$ cat src/rtl/mem_arb_pkg.sv
// Shared encodings for the instruction/data memory port arbiter.
package mem_arb_pkg;

  typedef enum logic [1:0] {
    RESP_NONE = 2'd0,
    RESP_I    = 2'd1,
    RESP_D    = 2'd2
  } resp_sel_e;

  localparam int STARVE_CNT_W = 8;

endpackage

$ cat src/rtl/arb_starve_guard.sv
// Counts consecutive cycles the instruction side waits and forces it to win at the limit.
module arb_starve_guard
  import mem_arb_pkg::*;
#(
  parameter int STARVE_LIMIT = 4
) (
  input  logic clk,
  input  logic rst_n,
  input  logic i_inst_req,
  input  logic i_inst_gnt,
  output logic o_force_inst
);

  localparam logic [STARVE_CNT_W-1:0] LIMIT = STARVE_CNT_W'(STARVE_LIMIT);

  logic [STARVE_CNT_W-1:0] r_starve_cnt;

  always_ff @(posedge clk or negedge rst_n) begin
    if (!rst_n) begin
      r_starve_cnt <= '0;
    end else if (i_inst_req && !i_inst_gnt) begin
      if (r_starve_cnt != LIMIT) begin
        r_starve_cnt <= r_starve_cnt + 1'b1;
      end
    end else begin
      r_starve_cnt <= '0;
    end
  end

  assign o_force_inst = (r_starve_cnt == LIMIT);

endmodule

$ cat src/rtl/mem_port_arbiter.sv
// Shares one synchronous-read memory port between instruction fetch (I) and load/store (D),
// routing the 1-cycle-latency read data back to whichever side issued the read.
module mem_port_arbiter
  import mem_arb_pkg::*;
#(
  parameter int DATA_WIDTH   = 32,
  parameter int ADDR_WIDTH   = 32,
  parameter int STARVE_LIMIT = 4
) (
  input  logic                  clk,
  input  logic                  rst_n,
  input  logic                  i_req,
  input  logic [ADDR_WIDTH-1:0] i_addr,
  output logic                  i_gnt,
  output logic                  i_rvalid,
  output logic [DATA_WIDTH-1:0] i_rdata,
  input  logic                  d_req,
  input  logic                  d_we,
  input  logic [ADDR_WIDTH-1:0] d_addr,
  input  logic [DATA_WIDTH-1:0] d_wdata,
  output logic                  d_gnt,
  output logic                  d_rvalid,
  output logic [DATA_WIDTH-1:0] d_rdata,
  output logic                  mem_request,
  output logic                  mem_we,
  output logic [ADDR_WIDTH-1:0] mem_addr,
  output logic [DATA_WIDTH-1:0] mem_wdata,
  input  logic [DATA_WIDTH-1:0] mem_rdata
);

  resp_sel_e r_resp_sel;
  resp_sel_e w_resp_nxt;
  logic      w_force_i;
  logic      w_i_win;
  logic      w_d_win;
  logic      w_unused;

  // Byte-offset bits are dropped on the way to the word-addressed memory.
  assign w_unused = ^{i_addr[1:0], d_addr[1:0]};

  arb_starve_guard #(
    .STARVE_LIMIT(STARVE_LIMIT)
  ) u_starve_guard (
    .clk         (clk),
    .rst_n       (rst_n),
    .i_inst_req  (i_req),
    .i_inst_gnt  (i_gnt),
    .o_force_inst(w_force_i)
  );

  always_comb begin
    w_i_win = 1'b0;
    w_d_win = 1'b0;
    if (d_req && !(i_req && w_force_i)) begin
      w_d_win = 1'b1;
    end else if (i_req) begin
      w_i_win = 1'b1;
    end
  end

  // Grants stay combinational but are held off while reset is asserted.
  assign i_gnt       = w_i_win & rst_n;
  assign d_gnt       = w_d_win & rst_n;
  assign mem_request = i_gnt | d_gnt;
  assign mem_we      = d_gnt & d_we;

  always_comb begin
    mem_addr  = '0;
    mem_wdata = '0;
    if (d_gnt) begin
      mem_addr  = {2'b00, d_addr[ADDR_WIDTH-1:2]};
      mem_wdata = d_wdata;
    end else if (i_gnt) begin
      mem_addr  = {2'b00, i_addr[ADDR_WIDTH-1:2]};
    end
  end

  always_comb begin
    w_resp_nxt = RESP_NONE;
    if (i_gnt) begin
      w_resp_nxt = RESP_I;
    end else if (d_gnt && !d_we) begin
      w_resp_nxt = RESP_D;
    end
  end

  always_ff @(posedge clk or negedge rst_n) begin
    if (!rst_n) begin
      r_resp_sel <= RESP_NONE;
    end else begin
      r_resp_sel <= w_resp_nxt;
    end
  end

  assign i_rvalid = (r_resp_sel == RESP_I);
  assign d_rvalid = (r_resp_sel == RESP_D);
  assign i_rdata  = i_rvalid ? mem_rdata : '0;
  assign d_rdata  = d_rvalid ? mem_rdata : '0;

endmodule

$ cat config.mk
export PLATFORM = sky130hd
export DESIGN_NAME = mem_port_arbiter
export DESIGN_NICKNAME = d
export VERILOG_FILES = /design/src/rtl/mem_arb_pkg.sv /design/src/rtl/arb_starve_guard.sv /design/src/rtl/mem_port_arbiter.sv
export SDC_FILE = /design/constraint.sdc
export NUM_CORES = 1
export LEC_CHECK = 0
export BUFFER_PORTS_ARGS = -buffer_cell sky130_fd_sc_hd__buf_2
export CAP_MARGIN = 20
export CORE_AREA = 2 2 103 105
export DETAILED_ROUTE_END_ITERATION = 16
export DIE_AREA = 0 0 105 107
export SETUP_SLACK_MARGIN = 0.02
export SYNTH_ARGS = -nofsm -noshare
export SYNTH_HDL_FRONTEND = slang
export SYNTH_SLANG_ARGS = --single-unit
$ cat constraint.sdc
create_clock -name clk -period 4.8 [get_ports clk]
set_input_delay 0.96 -clock clk [delete_from_list [all_inputs] [get_ports clk]]
set_output_delay 0.96 -clock clk [all_outputs]
set_load 0.02 [all_outputs]
# Word-level counts from Yosys, hierarchy flattened
# Index checks and enable logic that the tools add are counted.
# word_totals
register_bits	10
inputBits	133
output_inout_bits	134
elab_cells	31
# classes
n_addsub	1
eq_ne	5
n_mux	12
bitwise	4
reduce_logical	7
# ops
operator	n
$mux W32	3
$mux W30	2
$mux W8	2
$add A8 B1 Y8 const B	1
$eq A8 B3 Y1 const B	1
$ne A8 B3 Y1 const B	1
$logic_and A1 B1 Y1	4
$mux W2	2
$and A1 B1 Y1	3
$logic_not A1 Y1	3
$mux W1	3
$eq A2 B1 Y1 const B	1
$eq A2 B2 Y1 const B	1
$ne A2 B2 Y1 const B	1
$or A1 B1 Y1	1

# Depth between registers and ports, before layout
# logic_depth
depth_word	9
ltp_mapped	7
mapped_depth_nobuf	5

# By module
# Synthesis repeated with hierarchy kept, for this count alone.
# hier_totals
cells_unflattened	274
hier_area_um2	1715.4
# modules_own_cells
module	n_inst	cells_each	area_per_inst_um2	seq_area_each_um2
mem_port_arbiter	1	228	1283.7	50.0
arb_starve_guard	1	46	431.7	200.2

# Worst setup path after synthesis
# Ideal clock, no wire load.
# synth_path
path_kind	input port to output port
start	input i_req
end	output mem_wdata[22]
t_arrival_ns	1.910
t_required_ns	3.840
path_slack_ns	1.930
path_stages	5
path_buffers	2
path_cell_list	nand4bb_1 > o211a_1 > buf_6 > buf_2 > and2_1
# synth_between
elab_chain_len	6
# synth_rtl
item	line	source
from (decl)	mem_port_arbiter.sv:12	input logic i_req,
$logic_and A1 B1 Y1	mem_port_arbiter.sv:54	if (d_req && !(i_req && w_force_i)) begin
$logic_not A1 Y1	mem_port_arbiter.sv:54	
$logic_and A1 B1 Y1	mem_port_arbiter.sv:54	
$mux W1	mem_port_arbiter.sv:54	
$and A1 B1 Y1	mem_port_arbiter.sv:63	assign d_gnt = w_d_win & rst_n;
named net d_gnt	mem_port_arbiter.sv:21	output logic d_gnt,
$mux W32	mem_port_arbiter.sv:70	if (d_gnt) begin
to (decl)	mem_port_arbiter.sv:27	output logic [DATA_WIDTH-1:0] mem_wdata,
# The timed path passes the listed nets, and every way through them passes these cells.

# Worst setup path in the final report
# layout_path
start	input i_req
end	output mem_addr[18]
# layout_between
elab_chain_len	7
elab_cells_between_ends	10
cone_classes	5 x mux; 2 x bitwise; 3 x reduce/logical
# layout_rtl
item	line	source
$logic_and A1 B1 Y1	mem_port_arbiter.sv:54	
$logic_not A1 Y1	mem_port_arbiter.sv:54	
$logic_and A1 B1 Y1	mem_port_arbiter.sv:54	
$mux W1	mem_port_arbiter.sv:54	
$and A1 B1 Y1	mem_port_arbiter.sv:62	assign i_gnt = w_i_win & rst_n;
$mux W30	mem_port_arbiter.sv:73	end else if (i_gnt) begin
$mux W30 (*)	mem_port_arbiter.sv:70	
to (decl)	mem_port_arbiter.sv:26	output logic [ADDR_WIDTH-1:0] mem_addr,
# Every way passes the cells marked *; elsewhere a longest branch is shown, timed or not.

==> key figures <==
Layout
  • Count of nets after finishing: 597
  • FILL cells: 1,117
  • Register area: 250.2 um^2
  • ANT cells: 0
  • Multi-input logic area: 0.001235 mm^2
  • Layout cells sized above 1: 59.22%
  • Design area: 0.003064 mm^2
  • Post-Layout Cell Count: 597
  • Synth-to-layout area growth: 89.70%

Timing
  • Max Slew Vio Count: 0
  • Post-layout minimum cycle time: 3.661 ns
  • Rel. slew slack: 52.03%
  • Fmax: 0.2732 GHz
  • Setup tns final: 0 ns
  • PnR worst setup slack: 1.139 ns
  • Final hold vios: 0
  • RSZ-0062 raised after global routing: false
  • Final setup violating endpoints: 0
  • Slew @ Worst Pin: 0.7196 ns
  • Skew final: 0.002051 ns
  • Final period util: 76.27%

Synthesis
  • Count leader, synth: and2_1
  • Syn Inst Count: 214
  • Post-synth ARST share: 100.0%
  • Commonest cells in the synthesized netlist: and2_1, a32o_1, clkbuf_1
  • Largest family of logic cells by synthesized area: simple AND/OR/NAND/NOR gates
  • #FFs+latches synth: 10
  • Simple-gate share of the synthesized area: 48.95%
  • XOR/XNOR Fraction of Synth Area: 0.5422%
  • Synth Area in Adders: 1.549%
  • Share of the synthesized area in the top cell type: 38.34%
  • Sequential area share after synthesis: 15.49%
  • Post-synth top area cell: and2_1
  • Compound-Gate Fraction of Synth Area: 24.71%
  • Number of synthesis warnings: 0
  • Ys flop type: dfrtp_1
  • Post-synth cell types: 30
  • Post-synth EDFFs: 0
  • Top cells by area, synth: and2_1, a32o_1, dfrtp_1
  • Synthesized area: 0.001615 mm^2
  • Syn Area/Cell: 7.548 um^2
  • Post-synthesis mux area share: 0%

Detailed routing
  • Final wirelength: 7182 um
  • DR WL/cell: 12.03 um
  • DRC Markers: 0
  • Vias per cell: 4.231
  • Iter 0 DRT Violations: 124
  • ANT nets after route: 0
  • First-pass detailed-route iteration total: 4
  • Vias: 2,526

Clocking
  • Post-cts sizing count: 0
  • Clk sink count: 10
  • Clk_lat worst skew: 0.23 ns
  • Clk buf depth: 2
  • Root Driver: clkbuf_8
  • Cts hold-fix bufs: 0
  • Post-CTS Setup Repair Bufs: 0
  • CTS H-tree lvls: 1
  • Clock transition at path regs: 0.05 ns
  • TritonCTS clock tree: built
  • CTS buffer count: 3

Global routing
  • GRT overflow: 0
  • Largest net degree at the start of global routing: 43
  • First-pass GRT wire length: 10,560 um
  • Tot GR Track Use: 11.20%
  • Initial antenna violation count: 1
  • Vias in the first global route: 2,284

Min path
  • Worst Hold Launch: u_starve_guard.r_starve_cnt[6]$_DFFE_PN0P_
  • Hold Crit Class: reg2reg

Worst setup path
  • CP delay by family, top: compound AO/OA/AOI/OAI gates
  • Cell repeated most along the worst path: buf_2
  • Critical path arrival: 2.70 ns
  • RR Startpoint: u_starve_guard.r_starve_cnt[6]$_DFFE_PN0P_
  • Crit path largest cell delay: 0.68 ns
  • CP startpoint: i_req
  • Required @ worst endpoint: 3.84 ns
  • Cells along the critical path: buf_2, nand4bb_1, o211a_2, buf_4, a32o_1, buf_2
  • Crit-path max FO: 42
  • CP Buf/Inv Count: 3
  • CP max stage cell: o211a_2
  • Worst setup path class: in2out
  • Element type at the critical path end: output port
  • Setup crit start kind: input port

Power
  • Peak supply drop: 0.04608 mV
  • Power per cell area: 137.1 mW/mm^2
  • Leakage power: 0.001850 uW
  • Tot Pwr: 420.0 uW

Floorplan
  • Die height: 107 um
  • Die width: 105 um
  • Io pins: 267
  • Initial core utilization: 16.01%
  • Core area: 0.01009 mm^2
  • Full die area: 0.01124 mm^2
  • Rows: 37

Run
  • Max_cap viols: 0

Placement
  • Number of instances in the placed design: 593
  • IO buf count: 260
  • Pre-CTS setup slack: 1.107 ns
  • Gpl congestion: 0.7530
  • Placed Area: 0.003009 mm^2
  • Dpl hpwl: 6087 um

Status
  • Outcome: completed
stage by stage:
step | hold slack (ns) | utilization, %
2_1_floorplan | 0.5354 | -
3_3_place_gp | 0.5613 | 29.82
3_5_place_dp | 0.5724 | 29.82
4_1_cts | 0.5807 | 30.36
5_1_grt | 0.5990 | 30.36
6_report | 0.5802 | 30.36
registers in the layout, summed over array words and instances (netlist names):
signal,cells
r_resp_sel,2
u_starve_guard.r_starve_cnt,8
metal layers:
metal	part of all wire (%)	wire [um]	GRT usage [%]	vias to the layer above
met1	36	2600	12.26	1133
met4	0.39	28	2.095	0
li1	-	-	-	1241
met3	10	744	2.006	2
met5	0	0	0	-
met2	53	3808	22.40	150
cell families (layout without fill, tap and decap cells):
group / after synthesis / count (layout)
AO/OA/AOI/OAI: 45 / 45
XOR/XNOR: 1 / 1
buffers and inverters: 27 / 273
other: 1 / 2
AND/OR/NAND/NOR: 128 / 128
adder cells (fa/ha/maj): 2 / 2
flip-flops: 10 / 10
final timing paths:
kind                                                         endpoint  slack [ns]  cells past startpoint
setup reg to reg                              r_resp_sel[1]$_DFF_PN0_        2.79                      3
hold / removal             u_starve_guard.r_starve_cnt[6]$_DFFE_PN0P_        0.58                      2
max in group asynchronous                     r_resp_sel[1]$_DFF_PN0_        3.96                      1
min in group asynchronous  u_starve_guard.r_starve_cnt[0]$_DFFE_PN0P_        0.61                      1
hold reg to reg            u_starve_guard.r_starve_cnt[6]$_DFFE_PN0P_        0.58                      2
setup / recovery                                         mem_addr[18]        1.14                      6
worst min-delay path, cell delays in order (launching register included):
cell and delay [ns]:
dfrtp_1 0.39, o21ai_0 0.08, a21oi_1 0.06
layout by cell type (no fill, tap or decap), types with 2 or more instances in the layout:
master,n
nor2b_1,3
conb_1,2
dfrtp_1,10
a21oi_1,4
clkbuf_8,4
or4_1,2
nor2_1,5
a32o_1,30
buf_4,5
buf_2,260
or3_1,3
ha_1,2
o21ai_0,6
nand3_1,5
nand2_1,3
nand2b_1,2
inv_1,4
and2_1,99
power by group:
part | internal (uW) | leakage, uW | switching [uW]
Clock | 71.9 | 0.0000288 | 31.1
Sequential | 86.8 | 0.000137 | 3.25
Combinational | 97.4 | 0.00168 | 130
final cells by class:
| cell class | count | share of cell area (%) |
|---|---|---|
| Clock buffer | 4 | 1.797 |
| Inverter | 4 | 0.4900 |
| Multi-Input combinational cell | 178 | 40.30 |
| Sequential cell | 10 | 8.167 |
| Tap cell | 136 | 5.553 |
| Timing Repair Buffer | 265 | 43.69 |
Note: power is estimated with default switching activity, not from simulation.
